--- src/rtl/input_conditioner.sv ---
// input_conditioner: per-channel synchroniser, counter debouncer and edge
// detector for asynchronous pad inputs. Accepted edges raise sticky EVENT
// flags, which are cleared by writing 1 to CLR, and IRQ is the OR of the flags.
module input_conditioner #(
  parameter int N           = 8,
  parameter int SYNC_STAGES = 2,
  parameter int DEBOUNCE    = 16
) (
  input  logic         CLK,
  input  logic         RESET,
  input  logic [N-1:0] IN,
  input  logic         EN,
  input  logic [N-1:0] RISE_EN,
  input  logic [N-1:0] FALL_EN,
  input  logic [N-1:0] CLR,
  output logic [N-1:0] LEVEL,
  output logic [N-1:0] RISE,
  output logic [N-1:0] FALL,
  output logic [N-1:0] EVENT,
  output logic         IRQ
);

  localparam int            CW      = $clog2(DEBOUNCE + 1);
  localparam logic [CW-1:0] CNT_MAX = CW'(DEBOUNCE - 1);

  logic [N-1:0]  sync_q [SYNC_STAGES];
  logic [CW-1:0] cnt_q  [N];
  logic [N-1:0]  s;
  logic [N-1:0]  differ;
  logic [N-1:0]  flip;
  logic [N-1:0]  set;

  assign s = sync_q[SYNC_STAGES-1];

  // Shift chain that retimes the raw inputs; it runs regardless of EN.
  // NOTE: sequential state uses <= so every stage samples its pre-edge value;
  // with = the chain would collapse into a single flop.
  always_ff @(posedge CLK) begin
    if (RESET) begin
      // NOTE: the chain is a register array, not a RAM, so it is cleared
      // on reset like any other state to avoid a stray edge after reset.
      for (int k = 0; k < SYNC_STAGES; k++) sync_q[k] <= '0;
    end else begin
      sync_q[0] <= IN;
      for (int k = 1; k < SYNC_STAGES; k++) sync_q[k] <= sync_q[k-1];
    end
  end

  // A channel flips when it has disagreed with LEVEL for DEBOUNCE cycles.
  always_comb begin
    // NOTE: defaults first so no path leaves a bit unassigned (no latch).
    differ = s ^ LEVEL;
    flip   = '0;
    set    = '0;
    for (int i = 0; i < N; i++) begin
      flip[i] = EN & differ[i] & (cnt_q[i] == CNT_MAX);
      set[i]  = flip[i] & ((s[i] & RISE_EN[i]) | (~s[i] & FALL_EN[i]));
    end
  end

  // Run-length counters of consecutive disagreeing cycles per channel.
  always_ff @(posedge CLK) begin
    for (int i = 0; i < N; i++) begin
      if (RESET || !EN || !differ[i] || cnt_q[i] == CNT_MAX) begin
        cnt_q[i] <= '0;
      end else begin
        cnt_q[i] <= cnt_q[i] + 1'b1;
      end
    end
  end

  // Debounced level, single-cycle edge pulses and sticky event flags.
  always_ff @(posedge CLK) begin
    if (RESET) begin
      LEVEL <= '0;
      RISE  <= '0;
      FALL  <= '0;
      EVENT <= '0;
    end else begin
      LEVEL <= LEVEL ^ flip;
      RISE  <= flip & s;
      FALL  <= flip & ~s;
      EVENT <= (EVENT & ~CLR) | set;
    end
  end

  assign IRQ = |EVENT;

endmodule

--- config.mk ---
export PLATFORM = sky130hd
export DESIGN_NAME = input_conditioner
export DESIGN_NICKNAME = d
export VERILOG_FILES = /design/src/rtl/input_conditioner.sv
export SDC_FILE = /design/constraint.sdc
export NUM_CORES = 1
export LEC_CHECK = 0
export CORE_MARGIN = 2
export CORE_UTILIZATION = 40
export CTS_BUF_LIST = sky130_fd_sc_hd__clkbuf_8
export CTS_CLUSTER_DIAMETER = 100
export DETAILED_ROUTE_END_ITERATION = 10
export PLACE_DENSITY = 0.74
export SLEW_MARGIN = 10
export SYNTH_ARGS = -nofsm -noshare
export SYNTH_HDL_FRONTEND = slang
export SYNTH_SLANG_ARGS = --single-unit
--- constraint.sdc ---
create_clock -name CLK -period 1.7 [get_ports CLK]
set_clock_uncertainty 0.05 [all_clocks]
set_input_delay 0.255 -clock CLK [delete_from_list [all_inputs] [get_ports CLK]]
set_output_delay 0.255 -clock CLK [all_outputs]
set_load 0.005 [all_outputs]
Word level (Yosys, flattened, before mapping)
Memory sizes are Yosys's and may differ from the RTL's.
Cells that the tools add are included.
- register bits after elaboration: 32
- RAM bits: 56
- bits of input ports: 35
- word-level logic and storage cells: 160
- memories kept: 2
- add/sub/neg operators: 8
- eq/ne operators: 8
- multiplexer cells: 37
- bitwise logic cells: 74
- reductions and logical operators: 27
- memory list (name ; depth ; bits a word ; rd ports ; clocked after memory_dff ; write ports ; RTL line ; RTL):
    cnt_q ; 8 ; 5 ; 8 ; 0 ; 8 ; 27 ; logic [CW-1:0] cnt_q [N];
    sync_q ; 2 ; 8 ; 2 ; 0 ; 2 ; 26 ; logic [N-1:0] sync_q [SYNC_STAGES];
- operators with widths (cell ; count):
    adder 5 x 1 -> 5 bit, second input constant ; 8
    AND 1 bit ; 40
    == test 5 x 4 -> 1 bit, second input constant ; 8
    two-way mux 5 bit ; 8
    two-way mux 1 bit ; 27
    AND 8 bit ; 3
    bitwise OR 1 bit ; 18
    logical OR 1 bit ; 17
    two-way mux 8 bit ; 2
    NOT 8 bit ; 2
    XOR 8 bit ; 2
    zero test 1 bit ; 9
    NOT 1 bit ; 8
    bitwise OR 8 bit ; 1
    OR reduction 8 bit ; 1

Logic depth before layout (Yosys ltp)
- word-level depth: 7
- gate-level depth with buffers: 6
- gate-level depth less buffers: 6

Worst setup path before layout
OpenSTA, ideal clock, no wires.
- path kind: register to register
- from: memory cnt_q[1][10] in the netlist's numbering
- to: memory cnt_q[1][12] in the netlist's numbering
- arrival time: 1397 ps
- path slack: 189 ps
- stages on the path, launching flop included: 6
- period minus slack after synthesis: 1511 ps
- path through: dfxtp_1 -> ha_1 -> and3_1 -> ha_1 -> or3_4 -> nor2_1
- RTL lines (element ; RTL line):
    from (decl) ; 27

Worst setup path in the final report
- from: register EVENT[7]
- to: output port IRQ
- word-level cells in the longest chain between the ends: 1
- RTL lines (element ; RTL line ; RTL):
    from (decl) ; 19 ; output logic [N-1:0] EVENT,
    from (signal assigned) ; 83 ; EVENT <= (EVENT & ~CLR) | set;
    OR reduction 8 bit ; 87 ; assign IRQ = |EVENT;
    to (decl) ; 20 ; output logic IRQ
Every way passes these cells.

==> reports/qor.yml <==
status: "completed"
drt_wl_total_um: 6320
holdWs_ps: 390
criticalPathCategory: "reg2out"
grt_start_max_net_pins: 25
setup_tns_ps: 0
track_usage: 0.155
grt_overflow: 0
p_leak_nw: 1.58
final_max_slew_viol_count: 0
avgRoutedWirePerCell_um: 12.2
synth.avg_cell_area_um2: 9.88
viasPerCell: 4.67
cts_sinks: 88
boundaryPins: 68
gp_congestion: 0.756
num_rows: 32
vias: 2423
min_period_ps: 1660
maxSlewHeadroom: 0.800
ys_seq_area_frac: 0.539
dp_hpwl_um: 4550
synth.distinct_cells: 24
worstPathRequired_ps: 1390
setup_ws_ps: 39.4
syn-cell-area_um2: 3270
clkLatencyLatePin_ps: 350
cts_buffer_depth: 2
h-tree-depth: 3
end_kind: "output port"
syn_nets: 382
final_common_cell: "dfxtp_1"
p_per_area_nw_per_um2: 855
post-route-period-util: 0.977
irDropWorstVdd_uv: 388
dr.pass1.iters: 4
initial_utilization: 0.419
grt_pass1_vias: 2346
dp_slack_ps: 29.0
drt_iter0_markers: 49
drive_gt1_frac: 0.110
coreArea_um2: 7810
drc: 0
dieArea_um2: 8910
cts_tree: "yes"
cp_max_fo: 2
crit_arrival_ps: 1360
synth.area.top_cells: "dfxtp_1, ha_1, nor2_1, xnor2_1, nor2b_1"
fmax_ghz: 0.602
hold_violations: 0
layout_common_cells: "dfxtp_1, clkdlybuf4s50_1, nor2_1"
synth_largest_area_cell: "dfxtp_1"
syn2layout_area_growth_pct: 32.5
rsz0062_at_grt: "true"
die_width_um: 94.4
clock-root-buffer: "clkbuf_8"
antenna_found_initial: 0
final_antenna_net_count: 0
grt_first_pass_wirelength_um: 10700
syn_inst: 331
antenna_cells: 0
drv_cap: 0
setup_viol: 0
nets: 463
startpoint_type: "flip-flop"
ys_ff_latch: 88
synth.yosys.warnings: 0
fp.dieH_um: 94.4
cts.clk_slew.worst_paths_ps: 80
worstMarginPinSlew_ps: 300
netlist.area_leader.share: 0.539
cts_buffers: 9
hold_path_class: "reg2reg"
io_buffers: 67
fillers: 718
## layout make-up
| cell class | instances | area (um^2) | share of cell area |
|---|---|---|---|
| repair buffers | 76 | 738 | 0.170 |
| well taps | 102 | 128 | 0.0295 |
| flip-flops and latches | 88 | 1770 | 0.408 |
| clock buffers | 10 | 138 | 0.0318 |
| multi-input cells | 213 | 1400 | 0.324 |
| clock inverters | 6 | 67.6 | 0.0156 |
| inverters | 24 | 90.1 | 0.0208 |
## layer usage
layer  wire (um)  vias to the layer above  GRT usage
met3         506                        8     0.0543
met1        2900                     1086      0.200
li1            -                     1259          -
met5           0                        -          0
met4          57                        0     0.0580
met2        2850                       70      0.239
## kinds of logic (layout without fill, tap and decap cells)
kind of cell | Yosys count | in the layout | synth area share
adders and majority gates | 16 | 16 | 0.0612
and+or+nand+nor | 149 | 149 | 0.243
buffers and inverters | 30 | 116 | 0.0383
DFF | 88 | 88 | 0.539
AOI/OAI and AO/OA | 24 | 24 | 0.0543
xor gates and xnor gates | 24 | 24 | 0.0643
## cells in the mapped netlist
library cell	count
buf_2	1
o32ai_1	8
inv_1	24
dfxtp_1	88
clkbuf_1	3
and2b_2	1
nand3b_1	2
o21a_1	2
nand2b_4	1
xnor2_1	16
a21oi_1	8
xor2_1	8
nand3_1	16
buf_4	1
a2bb2oi_1	6
buf_6	1
ha_1	16
nor3b_1	10
or3_4	8
nor2_1	40
nand2_1	33
nor4_1	2
nor2b_1	22
and3_1	14
## timing repair
action	CTS	global route
buffers inserted	1	0
endpoints found under the setup margin	1	19
gates resized for setup	4	9
hold buffers	0	0
pin swaps	1	1
## per-stage QoR
step / total power [mW] / std cells / area, um^2 / util
CTS: 3.76 / 519 / 4310 / 0.552
floorplan: 2.20 / 331 / 3270 / -
finish: 3.70 / 519 / 4330 / 0.555
global placement: 2.30 / 502 / 4090 / 0.524
global route: 3.84 / 519 / 4330 / 0.555
detailed placement: 2.30 / 502 / 4090 / 0.524
## critical path, cell delays in order (launching register included)
cell and delay [ps]:
dfxtp_2 330, nor4_2 270, buf_4 160, nand2_1 50
clkdlybuf4s15_1 200
## worst paths after layout
path,from,endpoint,slack [ps],cells past startpoint
worst max-delay path,EVENT[7],IRQ,40,4
worst min-delay path,sync_q[0][2],sync_q[0][10],390,1
worst max register to register,cnt_q[1][15],cnt_q[1][17],100,5
worst min register to register,sync_q[0][2],sync_q[0][10],390,1
## power breakdown
part | switching [mW] | total (mW) | internal (mW)
registers | 0.0156 | 2.10 | 2.08
logic | 0.0566 | 0.158 | 0.102
clock network | 0.727 | 1.45 | 0.724
## sequential cells by signal (all words and copies together) (netlist names)
| signal | flops |
|---|---|
| EVENT | 8 |
| sync_q | 16 |
| FALL | 8 |
| LEVEL | 8 |
| cnt_q | 40 |
| RISE | 8 |
(Power assumes the default switching activity.)
